## src/rtl/systolic_feeder_4x4.sv

```systemverilog
// -----------------------------------------------------------------------------
// systolic_feeder_4x4
//
// Input staging buffer for a 4x4 systolic array. It holds up to DEPTH
// four-lane feature vectors and streams them onto the array's west-edge
// feature inputs with a diagonal skew, so that lane i is delayed by i cycles.
// The gaps that the skew opens up are filled with zeros. After the last
// stream cycle the block pulses done and result_ld together.
//
// Ports
//   clk        system clock, rising edge
//   rst        asynchronous, active-low reset
//   wr_en      buffer write strobe (honoured in IDLE only)
//   wr_addr    vector index to write
//   wr_data    one vector; lane0 in the LSBs, lane3 in the MSBs
//   start      begin streaming (sampled in IDLE only)
//   len        number of vectors to stream, legal range 1..DEPTH
//   busy       high while streaming
//   done       one-cycle pulse after the last stream cycle
//   err        one-cycle pulse when start is sampled with an illegal len
//   result_ld  one-cycle pulse to the array, coincident with done
//   FDi0..12   lane0..lane3 features to array rows 0..3
//   lane_vld   bit i high when lane i carries real data, not skew fill
// -----------------------------------------------------------------------------
module systolic_feeder_4x4 #(
    parameter int DATA_WIDTH = 16,
    parameter int DEPTH      = 8,
    parameter int ADDR_W     = 3
) (
    input  logic                    clk,
    input  logic                    rst,
    input  logic                    wr_en,
    input  logic [ADDR_W-1:0]       wr_addr,
    input  logic [4*DATA_WIDTH-1:0] wr_data,
    input  logic                    start,
    input  logic [ADDR_W:0]         len,
    output logic                    busy,
    output logic                    done,
    output logic                    err,
    output logic                    result_ld,
    output logic [DATA_WIDTH-1:0]   FDi0,
    output logic [DATA_WIDTH-1:0]   FDi4,
    output logic [DATA_WIDTH-1:0]   FDi8,
    output logic [DATA_WIDTH-1:0]   FDi12,
    output logic [3:0]              lane_vld
);

    localparam int TW = ADDR_W + 2;   // stream counter width, holds DEPTH+2
    localparam int LW = ADDR_W + 1;   // length width, holds DEPTH

    typedef enum logic [1:0] {
        S_IDLE,
        S_STREAM,
        S_DONE
    } state_t;

    state_t                  r_state;
    state_t                  w_state_n;
    logic [TW-1:0]           r_t;
    logic [TW-1:0]           w_t_n;
    logic [LW-1:0]           r_len;
    logic [LW-1:0]           w_len_n;

    logic [4*DATA_WIDTH-1:0] r_mem [DEPTH];

    logic                    w_wr_acc;
    logic                    w_len_ok;
    logic                    w_err_n;

    logic [TW-1:0]           w_diff [4];
    logic [ADDR_W-1:0]       w_idx  [4];
    logic [4*DATA_WIDTH-1:0] w_vec  [4];
    logic [DATA_WIDTH-1:0]   w_lane [4];
    logic [3:0]              w_vld;

    logic                    r_busy;
    logic                    r_done;
    logic                    r_err;
    logic                    r_result_ld;
    logic [3:0]              r_lane_vld;
    logic [DATA_WIDTH-1:0]   r_fd [4];

    assign w_wr_acc = wr_en && (r_state == S_IDLE);
    assign w_len_ok = (len != '0) && (len <= LW'(DEPTH));

    // Buffer: no reset, contents are don't-care until written.
    always_ff @(posedge clk) begin
        if (w_wr_acc) begin
            r_mem[wr_addr] <= wr_data;
        end
    end

    // State register
    always_ff @(posedge clk or negedge rst) begin
        if (!rst) begin
            r_state <= S_IDLE;
            r_t     <= '0;
            r_len   <= '0;
        end else begin
            r_state <= w_state_n;
            r_t     <= w_t_n;
            r_len   <= w_len_n;
        end
    end

    // Next-state logic
    always_comb begin
        w_state_n = r_state;
        w_t_n     = r_t;
        w_len_n   = r_len;
        w_err_n   = 1'b0;
        case (r_state)
            S_IDLE: begin
                if (start) begin
                    if (w_len_ok) begin
                        w_state_n = S_STREAM;
                        w_t_n     = '0;
                        w_len_n   = len;
                    end else begin
                        w_err_n   = 1'b1;
                    end
                end
            end
            S_STREAM: begin
                if (r_t == TW'(r_len) + TW'(2)) begin
                    w_state_n = S_DONE;
                    w_t_n     = '0;
                end else begin
                    w_t_n     = r_t + TW'(1);
                end
            end
            S_DONE: begin
                w_state_n = S_IDLE;
            end
            default: begin
                w_state_n = S_IDLE;
                w_t_n     = '0;
            end
        endcase
    end

    // Output logic: outputs are registered, so the values for cycle t are
    // computed from the next state/counter. A write accepted on the same
    // edge as start is forwarded so the first stream cycle sees it.
    always_comb begin
        for (int unsigned i = 0; i < 4; i++) begin
            w_diff[i] = w_t_n - TW'(i);
            w_idx[i]  = w_diff[i][ADDR_W-1:0];
            w_vld[i]  = (w_state_n == S_STREAM) && (w_t_n >= TW'(i)) &&
                        (w_diff[i] < TW'(w_len_n));
            w_vec[i]  = (w_wr_acc && (wr_addr == w_idx[i])) ? wr_data
                                                            : r_mem[w_idx[i]];
            w_lane[i] = w_vld[i] ? w_vec[i][i*DATA_WIDTH +: DATA_WIDTH] : '0;
        end
    end

    // Output registers
    always_ff @(posedge clk or negedge rst) begin
        if (!rst) begin
            r_busy      <= 1'b0;
            r_done      <= 1'b0;
            r_err       <= 1'b0;
            r_result_ld <= 1'b0;
            r_lane_vld  <= '0;
            for (int unsigned i = 0; i < 4; i++) begin
                r_fd[i] <= '0;
            end
        end else begin
            r_busy      <= (w_state_n == S_STREAM);
            r_done      <= (w_state_n == S_DONE);
            r_err       <= w_err_n;
            r_result_ld <= (w_state_n == S_DONE);
            r_lane_vld  <= w_vld;
            for (int unsigned i = 0; i < 4; i++) begin
                r_fd[i] <= w_lane[i];
            end
        end
    end

    assign busy      = r_busy;
    assign done      = r_done;
    assign err       = r_err;
    assign result_ld = r_result_ld;
    assign lane_vld  = r_lane_vld;
    assign FDi0      = r_fd[0];
    assign FDi4      = r_fd[1];
    assign FDi8      = r_fd[2];
    assign FDi12     = r_fd[3];

endmodule
```

## config.mk

```make
export PLATFORM = sky130hd
export DESIGN_NAME = systolic_feeder_4x4
export DESIGN_NICKNAME = d
export VERILOG_FILES = /design/src/rtl/systolic_feeder_4x4.sv
export SDC_FILE = /design/constraint.sdc
export NUM_CORES = 1
export LEC_CHECK = 0
export ABC_AREA = 1
export BUFFER_PORTS_ARGS = -buffer_cell sky130_fd_sc_hd__buf_2
export CELL_PAD_IN_SITES_DETAIL_PLACEMENT = 1
export CELL_PAD_IN_SITES_GLOBAL_PLACEMENT = 1
export CORE_UTILIZATION = 30
export CTS_CLUSTER_SIZE = 24
export DETAILED_ROUTE_END_ITERATION = 6
export GPL_TIMING_DRIVEN = 1
export PLACE_DENSITY_LB_ADDON = 0.2
export SYNTH_ARGS = -nofsm -noshare
export SYNTH_HDL_FRONTEND = slang
export SYNTH_SLANG_ARGS = --single-unit
```

## constraint.sdc

```tcl
create_clock -name clk -period 12.61 [get_ports clk]
set_input_delay 0.6305 -clock clk [delete_from_list [all_inputs] [get_ports clk]]
set_output_delay 0.6305 -clock clk [all_outputs]
set_load 0.03 [all_outputs]
```

==> flow_summary_export.csv, run 1 <==
group,metric,value,unit
grt,grt_antenna_before_repair,12,
logic_synthesis,synthCells,2290,
sta,fin_crit,6060,ps
grt,grt_max_degree,88,
die,pin_count,147,
drt,via_per_inst,4.98,
die,die_x,292,um
layout,drive_gt1_share,12.7,%
grt,track_usage,18.2,%
critical_path,cp.required,13120,ps
critical_path,r2r-end,"FDi4[12]",
cts,worstSkewPairLatency,600,ps
sta,fin_crit_sh,48.0,%
critical_path,worst-r2r-setup-slack,6550,ps
logic_synthesis,ys_seq_area_share,69.1,%
cts,cts_setup_buffers,0,
logic_synthesis,synth.cell_area,0.0252,mm^2
sta,hold_viol,0,
die,start_util,30.5,%
cts,root_buffer,"clkbuf_16",
sta,skew,20.6,ps
grt,grt_pass1_vias,18600,
logic_synthesis,netlist-cell-type-count,36,
cts,cts.clk_slew.worst_paths,60,ps
cts,cts_max_level,3,
run,maxCapViolCount,0,
die,dieArea,0.0852,mm^2
min_path,hold_class,"input pin to async pin",
drt,totalWireLength,77.3,mm
cts,ctsResizeCount,0,
critical_path,r2r_start,"r_len[1]",
sta,tightest_slew,1140,ps
place,gp_congestion,0.747,
place,port_buffers,146,
sta,setup_viol,0,
cts,cts_tree,"done",
status,status,"completed",
drt,drtIter0Drc,1083,
sta,relSlewSlack,23.8,%
drt,post_drt_wl_per_cell,22.0,um
cts,cts_buffers,67,
drt,first_pass_iters,7,
drt,via_count,17500,
critical_path,critPathKind,"flip-flop to flip-flop",
critical_path,cp-end-kind,"flip-flop",
sta,fin_tns_setup,0,ps
logic_synthesis,yosys_warnings,0,
sta,rsz0062_at_grt,"false",
grt,grt_pass1_wl,118,mm
sta,slew_violations,0,
critical_path,critPathMaxFanout,86,
critical_path,setup.worst_path.start_class,"flip-flop",
die,rows,105,
die,chipHeight,292,um
drt,drc,0,
grt,overflow,0,
cts,clock-sinks,594,
cts,cts_buffer_depth,3,
critical_path,crit_arrival,6570,ps
cts,hold_buffers,0,
logic_synthesis,ys_ff_latch,594,
logic_synthesis,avgSynthCellArea,11.0,um^2
sta,fmax,165,MHz
drt,ant_nets,0,
die,fp.coreArea,0.0826,mm^2
layout,final_nets,2492,
layout,area_growth,15.2,%
logic_synthesis,syn-num-nets,2386,
critical_path,reg2reg_depth,19,
place,dp_hpwl,41.8,mm
-- cell families after synthesis --
group	after synthesis	synth area share (%)
AO/OA/AOI/OAI	13	0.303
buffers and inverters	215	3.73
XOR/XNOR	8	0.278
flip-flops	594	69.1
adder cells (fa/ha/maj)	21	1.04
AND/OR/NAND/NOR	1439	25.5
-- routing by layer --
layer,wire [um],share of wire [%],track usage [%],up-vias
met5,40,0.052,0,-
met4,1160,1.5,4.58,6
met3,3250,4.2,2.99,91
met2,38300,50,31.4,319
met1,34600,45,23.7,8995
li1,-,-,-,8132
-- how the worst max path moves through the flow --
stage	start	endpoint	slack, ps	cells past startpoint
2_1_floorplan	wr_addr[2]	r_mem[2][0]	8440	4
3_3_place_gp	r_len[1]	FDi4[10]	6540	19
3_5_place_dp	r_len[1]	FDi4[10]	6420	19
4_1_cts	r_len[1]	FDi4[10]	6410	19
5_1_grt	r_len[1]	FDi4[10]	6020	19
6_report	r_len[1]	FDi4[12]	6550	19
-- stage by stage --
stage | hold WS, ps | area, um^2 | std cells | utilization (%) | worst slack, ps
2_1_floorplan | 335 | 25200 | 2290 | - | 8440
3_3_place_gp | 581 | 27000 | 3397 | 32.6 | 6540
3_5_place_dp | 584 | 27000 | 3397 | 32.6 | 6420
4_1_cts | 41.2 | 29000 | 3518 | 35.1 | 6410
5_1_grt | 43.1 | 29100 | 3521 | 35.2 | 6020
6_report | 42.7 | 29100 | 3521 | 35.2 | 6550
-- Yosys cell counts --
master | n | area [um^2]
nand3_1 | 572 | 2860
edfxtp_1 | 512 | 15400
nand2_1 | 509 | 1910
nor2_1 | 274 | 1030
dfrtp_1 | 82 | 2050
buf_2 | 78 | 390
inv_1 | 71 | 267
nand3b_1 | 49 | 368
clkbuf_1 | 38 | 143
ha_1 | 21 | 263
buf_1 | 17 | 63.8
nand2_2 | 7 | 43.8
a21oi_1 | 5 | 25.0
nor2_2 | 5 | 31.3
nor2_4 | 5 | 56.3
xor2_1 | 5 | 43.8
buf_4 | 4 | 30.0
o21ai_0 | 4 | 20.0
or2_2 | 4 | 25.0
and2_1 | 3 | 18.8
inv_2 | 3 | 11.3
nor3_1 | 3 | 15.0
xnor2_1 | 3 | 26.3
nand2_4 | 2 | 22.5
nand3_2 | 2 | 20.0
nand4_1 | 2 | 12.5
a21boi_1 | 1 | 7.51
a21oi_2 | 1 | 8.76
buf_6 | 1 | 11.3
clkbuf_4 | 1 | 7.51
clkbuf_8 | 1 | 13.8
clkinv_1 | 1 | 3.75
nand4_4 | 1 | 21.3
o211ai_1 | 1 | 7.51
o21a_1 | 1 | 7.51
or2_1 | 1 | 6.26
-- cell type report --
cell class              instances  area (um^2)
well taps                    1070         1340
fillers                      9000        53600
clock buffers                  96         1880
inverters                      75          282
flip-flops and latches        594        17400
diodes                          3         7.51
multi-input cells            1481         6960
repair buffers                177          966
clock inverters                25          198
-- sequential cells by signal, indices dropped and copies added, names as in the netlist --
name,flops
r_t,5
FDi0,16
r_mem,512
lane_vld,4
FDi12,16
r_len,4
err,1
FDi4,16
r_state,2
busy,1
FDi8,16
result_ld,1
-- worst max-delay path, cell delays in order, from the launching register on --
cell and delay (ps):
dfrtp_1 430, ha_1 330, xnor2_1 270, nand4_4 210, nand2_4 150, nand2_8 350, nand2_8 640, inv_1 150
ha_2 340, buf_4 750, inv_2 30, buf_4 450, ha_1 420, nand2_1 60, inv_1 40, nand2_1 50
nand2_1 70, a21oi_2 780, nand3_1 200, nor2_1 140
-- cell usage in the layout, fill, tap and decap left out, types with 10 or more instances in the layout --
cell type | netlist | layout
clkinv_2 | 0 | 10
nor2_4 | 5 | 13
nor2_1 | 274 | 266
buf_2 | 78 | 145
clkinv_1 | 1 | 10
inv_1 | 71 | 68
nand2_1 | 509 | 508
edfxtp_1 | 512 | 512
nand3_1 | 572 | 572
dfrtp_1 | 82 | 82
ha_1 | 21 | 20
clkbuf_1 | 38 | 23
nand3b_1 | 49 | 49
buf_4 | 4 | 32
clkbuf_16 | 0 | 70
Power of run 1 is left out: the tool's default activity adds up to more than one toggle a clock period on the data nets, which glitch-free logic cannot reach.
==> run 2: changes to the inputs <==
--- a/config.mk
+++ b/config.mk
@@ -5,7 +5,7 @@
 export SDC_FILE = /design/constraint.sdc
 export NUM_CORES = 1
 export LEC_CHECK = 0
-export ABC_AREA = 1
+export ABC_AREA = 0
 export BUFFER_PORTS_ARGS = -buffer_cell sky130_fd_sc_hd__buf_2
 export CELL_PAD_IN_SITES_DETAIL_PLACEMENT = 1
 export CELL_PAD_IN_SITES_GLOBAL_PLACEMENT = 1
==> constraint.sdc (replaced) <==
create_clock -name clk -period 6.34 [get_ports clk]
set_input_delay 0.317 -clock clk [delete_from_list [all_inputs] [get_ports clk]]
set_output_delay 0.317 -clock clk [all_outputs]
set_load 0.03 [all_outputs]
==> run 2 against run 1 <==
Utilization grew 1.2 points. Cell area shrank 2.4%. Area after synthesis shrank 5.6%. Synthesized cell count shrank 36%. Maximum frequency grew 30%. Worst setup slack lost 4900 ps. First-iteration DRC count shrank 26%. Highest routed layer unchanged.
==> flow_summary_export.csv, run 2 <==
group,metric,value,unit
logic_synthesis,synth.cell_area,0.0238,mm^2
logic_synthesis,ys_ff_latch,594,
logic_synthesis,synth_area_leaders,"edfxtp_1, dfrtp_1, mux4_2, nand2_1, nand3_1",
run,maxCapViolCount,0,
drt,post_drt_wl_per_cell,22.3,um
sta,fin_crit_sh,73.4,%
logic_synthesis,yosys.cell_count.top_type,"edfxtp_1",
layout,mostFrequentLayoutCells,"edfxtp_1, nand2_1, buf_2",
cts,cts_buffers,61,
sta,fmax,215,MHz
min_path,worstHoldPathCells,1,
critical_path,critical_path.slowest_cell,"nand4_1",
min_path,hold_start,"wr_data[11]",
die,fp.coreArea,0.0780,mm^2
layout,largest-register,"r_mem",
drt,first_pass_iters,4,
critical_path,critPathTopFamily,"simple AND/OR/NAND/NOR gates",
sta,fin_tns_setup,0,ps
cts,ctsResizeCount,0,
cts,clock-sinks,594,
die,pin_count,147,
sta,fin_crit,4650,ps
sta,setup_viol,0,
die,dieArea,0.0805,mm^2
place,dp_hpwl,34.0,mm
logic_synthesis,synth_ff_type,"edfxtp_1",
place,port_buffers,146,
die,rows,102,
logic_synthesis,yosys_warnings,0,
logic_synthesis,synth_top_area_share,64.6,%
cts,cts.clk_slew.worst_paths,70,ps
cts,cts_tree,"done",
layout,largest_reg_flops,512,
drt,ant_nets,0,
status,status,"completed",
logic_synthesis,synth_common_cells,"edfxtp_1, nand2_1, nand3_1, dfrtp_1, mux4_2",
logic_synthesis,syn-num-nets,1561,
logic_synthesis,synthCells,1465,
sta,hold_viol,0,
sta,slew_violations,0,
grt,grt_pass1_wl,93.6,mm
grt,overflow,0,
critical_path,crit_top_cell,"ha_1",
die,chipHeight,284,um
logic_synthesis,ys_seq_area_share,73.2,%
grt,track_usage,15.4,%
logic_synthesis,synth_edf_count,512,
critical_path,cp_num_buf_inv,2,
critical_path,reg2reg_depth,16,
layout,final_nets,1791,
drt,drtIter0Drc,805,
critical_path,cp-end-kind,"flip-flop",
place,gp_congestion,0.735,
critical_path,setup.worst_path.start_class,"flip-flop",
layout,drive_gt1_share,24.6,%
critical_path,max_stage_delay,750,ps
drt,drc,0,
cts,cts_max_level,2,
critical_path,cp.required,6890,ps
critical_path,crit_arrival,5200,ps
critical_path,critPathMaxFanout,34,
critical_path,crit_start,"r_len[1]",
drt,via_per_inst,4.78,
sta,skew,31.6,ps
layout,layoutNonFillerInstCount,2788,
critical_path,critPathKind,"flip-flop to flip-flop",
sta,tightest_slew,957,ps
logic_synthesis,netlist-cell-type-count,79,
layout,area_growth,19.1,%
critical_path,r2r_start,"r_len[1]",
sta,relSlewSlack,36.0,%
logic_synthesis,ys_async_sr_fraction,13.8,%
layout,layout_commonest_cell,"edfxtp_1",
logic_synthesis,yosysTopAreaCell,"edfxtp_1",
cts,cts_setup_buffers,0,
die,die_x,284,um
drt,via_count,13300,
die,start_util,30.5,%
place,dp_cells,2611,
drt,totalWireLength,62.1,mm
cts,cts_buffer_depth,3,
min_path,hold_class,"input pin to flip-flop",
cts,root_buffer,"clkbuf_16",
grt,grt_pass1_vias,14500,
critical_path,cp.depth,16,
critical_path,crit_chain,"ha_1 -> xor2_1 -> or3_1 -> nand4_1 -> nand2_4 -> inv_4 -> ha_1 -> xnor2_2 -> ha_1 -> nand2_1 -> a21oi_1 -> a211o_1 -> a211oi_2 -> o31ai_4 -> buf_4 -> nor2_1",
grt,grt_antenna_before_repair,5,
sta,rsz0062_at_grt,"false",
cts,worstSkewPairLatency,630,ps
grt,grt_max_degree,82,
logic_synthesis,avgSynthCellArea,16.2,um^2
-- run 2: area by class of cell --
class | count | area, um^2
Fill cell | 7870 | 49600
Clock inverter | 32 | 239
Antenna cell | 1 | 2.50
Inverter | 21 | 88.8
Sequential cell | 594 | 17400
Clock buffer | 83 | 1720
Tap cell | 1040 | 1300
Timing Repair Buffer | 245 | 1630
Multi-Input combinational cell | 772 | 5940
-- run 2: what timing repair did --
action	4_1_cts	5_1_grt
endpoints found under the setup margin	0	0
hold buffers	61	0
endpoints found under the hold margin	519	0
-- run 2: kinds of logic (layout without fill, tap and decap cells) --
logic type,after synthesis,count (layout),share of synthesized area [%]
other,0,1,0
buffers and inverters,99,381,2.12
AND/OR/NAND/NOR,485,485,8.91
XOR/XNOR,13,13,0.825
flip-flops,594,594,73.2
AO/OA/AOI/OAI,136,136,5.38
multiplexers,117,117,8.44
adder cells (fa/ha/maj),21,21,1.10
-- run 2: path summary, 6_finish.rpt --
path	endpoint	slack, ps
max in group asynchronous	FDi12[2]	4880
worst max register to register	FDi4[15]	1690
worst max-delay path	FDi4[15]	1690
min in group asynchronous	FDi0[8]	260
worst min register to register	FDi8[12]	640
worst min-delay path	r_mem[1][11]	40
-- run 2: through the flow --
| stage | cell area, um^2 | utilization [%] | setup WS (ps) | hold WS [ps] |
|---|---|---|---|---|
| 2_1_floorplan | 23800 | - | 380 | 21.4 |
| 3_3_place_gp | 25800 | 33.1 | 1850 | 396 |
| 3_5_place_dp | 25800 | 33.1 | 1700 | 395 |
| 4_1_cts | 28400 | 36.4 | 1610 | 2.56 |
| 5_1_grt | 28400 | 36.4 | 1240 | 25.3 |
| 6_report | 28400 | 36.4 | 1690 | 37.5 |
-- run 2: metal layers --
| metal | part of all wire, % | wire length [um] | global-route usage (%) | up-vias |
|---|---|---|---|---|
| li1 | - | - | - | 6072 |
| met1 | 46 | 28400 | 20.4 | 6976 |
| met2 | 49 | 30400 | 26.4 | 198 |
| met3 | 3.3 | 2060 | 2.48 | 81 |
| met4 | 1.9 | 1160 | 3.66 | 4 |
| met5 | 0.045 | 28 | 0 | - |
Power of run 2 is left out for the same reason.
==> run 3: changes to the inputs <==
--- a/config.mk
+++ b/config.mk
@@ -5,7 +5,7 @@
 export SDC_FILE = /design/constraint.sdc
 export NUM_CORES = 1
 export LEC_CHECK = 0
-export ABC_AREA = 0
+export ABC_AREA = 1
 export BUFFER_PORTS_ARGS = -buffer_cell sky130_fd_sc_hd__buf_2
 export CELL_PAD_IN_SITES_DETAIL_PLACEMENT = 1
 export CELL_PAD_IN_SITES_GLOBAL_PLACEMENT = 1
==> constraint.sdc (replaced) <==
create_clock -name clk -period 4.3 [get_ports clk]
set_input_delay 0.215 -clock clk [delete_from_list [all_inputs] [get_ports clk]]
set_output_delay 0.215 -clock clk [all_outputs]
set_load 0.03 [all_outputs]
==> run 3 against run 2 <==
Register-to-register slack lost 1200 ps. Largest cell class unchanged. Global-route usage grew 2.9 points. Critical endpoint is now FDi12[13]. Worst hold slack gained 37 ps. Highest routed layer unchanged.
==> flow_summary_export.csv, run 3 (same netlist as run 1, synthesis figures left out) <==
group,metric,value,unit
status,status,"completed",
die,rows,105,
layout,final_nets,2578,
critical_path,cp-end-kind,"flip-flop",
sta,setup_viol,0,
place,port_buffers,146,
die,pin_count,147,
sta,skew,14.8,ps
drt,post_drt_wl_per_cell,21.6,um
cts,clock-sinks,594,
critical_path,r2r-end,"FDi12[13]",
cts,cts_buffers,66,
drt,drtIter0Drc,1065,
sta,relSlewSlack,17.0,%
layout,largest-register,"r_mem",
grt,grt_pass1_vias,19000,
critical_path,crit_arrival,4380,ps
layout,mostFrequentLayoutCells,"nand3_1, edfxtp_1, nand2_1",
layout,multi_input_area,0.00696,mm^2
layout,fillers,9021,
layout,drive_gt1_share,13.3,%
critical_path,crit_top_cell,"nand2_1",
sta,fin_tns_setup,0,ps
drt,via_per_inst,4.93,
sta,tightest_slew,1250,ps
grt,grt_use_met3,2.32,%
place,placed_area,0.0272,mm^2
drt,ant_nets,0,
sta,slew_violations,0,
grt,grt_max_degree,228,
min_path,hold_class,"input pin to flip-flop",
critical_path,critical_path.slowest_cell,"buf_4",
place,gp_congestion,0.778,
grt,grt-busiest-layer,"met2",
die,start_util,30.5,%
cts,cts_setup_buffers,0,
critical_path,reg2reg_depth,18,
cts,root_buffer,"clkbuf_16",
die,dieArea,0.0852,mm^2
grt,track_usage,18.3,%
critical_path,crit_chain,"ha_1 -> xnor2_1 -> nand4_4 -> nand2_4 -> nand2_8 -> nand2_8 -> buf_4 -> inv_2 -> nand2_1 -> nand2_1 -> xor2_1 -> ha_1 -> nor2_1 -> nand2_1 -> nor2_4 -> nand3_1 -> nor2_1 -> buf_4",
layout,seq_area,0.0174,mm^2
sta,fmax,261,MHz
grt,grt_pass1_wl,118,mm
critical_path,max_stage_delay,640,ps
sta,hold_viol,0,
critical_path,worst-r2r-setup-slack,460,ps
run,maxCapViolCount,0,
cts,cts_tree,"done",
critical_path,r2r_start,"r_len[1]",
cts,cts_max_level,3,
critical_path,crit_start,"r_len[1]",
grt,use_met2,31.8,%
critical_path,crit_end,"FDi12[13]",
drt,drc,0,
sta,fin_crit_sh,89.3,%
die,die_x,292,um
drt,totalWireLength,77.8,mm
cts,cts_buffer_depth,3,
cts,worstSkewPairLatency,600,ps
die,chipHeight,292,um
drt,via_count,17800,
layout,largest_reg_flops,512,
critical_path,critPathTopFamily,"simple AND/OR/NAND/NOR gates",
drt,first_pass_iters,5,
critical_path,critPathKind,"flip-flop to flip-flop",
critical_path,critPathMaxFanout,68,
sta,fin_crit,3840,ps
critical_path,cp.required,4840,ps
die,fp.coreArea,0.0826,mm^2
critical_path,setup.worst_path.start_class,"flip-flop",
layout,layout_commonest_cell,"nand3_1",
grt,met1_usage,23.8,%
layout,design_area,0.0299,mm^2
critical_path,cp.depth,18,
sta,rsz0062_at_grt,"false",
place,dp_hpwl,42.0,mm
layout,area_growth,18.6,%
grt,grt_antenna_before_repair,3,
grt,overflow,0,
critical_path,cp_num_buf_inv,3,
sta,hold-worst-slack,74.3,ps
cts,cts.clk_slew.worst_paths,60,ps
-- run 3: cell types whose count changed in the layout (fill, tap and decap cells not counted), moves of 16 or more --
| cell | change |
|---|---|
| mux2_2 | -16 |
| nor2_1 | +216 |
| mux2i_1 | -35 |
| nand3b_1 | +48 |
| a311oi_1 | -33 |
| nand2_1 | +241 |
| inv_1 | +55 |
| mux4_2 | -64 |
| nand3_1 | +472 |
| a21boi_0 | -16 |
| a211oi_1 | -23 |
-- run 3: final cells by class --
class                      count  share of cell area [%]
clock buffer                  91                    6.18
timing repair buffer         264                    6.26
multi-input combinational   1481                    23.3
clock inverter                29                   0.606
inverter                      75                   0.941
tap                         1070                    4.48
sequential                   594                    58.3
antenna                        2                  0.0167
-- run 3: timing repair --
action                                 in CTS  in global routing
setup endpoints to repair                   0                  1
endpoints found under the hold margin     564                  0
resized for setup                           0                  1
hold buffers                               66                  0
-- run 3: worst min path at each step --
stage	start	cells after the start	slack (ps)	to
4_1_cts	len[3]	4	40	err
6_report	len[3]	4	70	err
3_3_place_gp	rst	1	430	lane_vld[2]
3_5_place_dp	rst	1	440	lane_vld[2]
5_1_grt	len[3]	4	80	err
2_1_floorplan	rst	0	-80	FDi0[0]
-- run 3: metrics by stage --
step,setup slack [ps],std cells,utilization [%]
global placement,424,3418,32.9
floorplan,343,2290,-
detailed placement,287,3418,32.9
finish,462,3606,36.2
global route,86.6,3605,36.2
CTS,268,3604,36.2
-- run 3: layer usage --
metal | vias to the layer above | share of wire (%)
li1 | 8316 | -
met1 | 9016 | 45
met2 | 316 | 50
met3 | 115 | 3.3
met4 | 2 | 2.0
met5 | - | 0.017
-- run 3: worst register-to-register path: cells and delay by family, from the launching register on --
| kind | cells | cell delay [ps] |
|---|---|---|
| xor+xnor | 2 | 450 |
| flops | 1 | 430 |
| fa+ha+maj | 2 | 490 |
| buf+inv | 3 | 820 |
| simple gates | 11 | 1600 |
Power of run 3 is left out for the same reason.
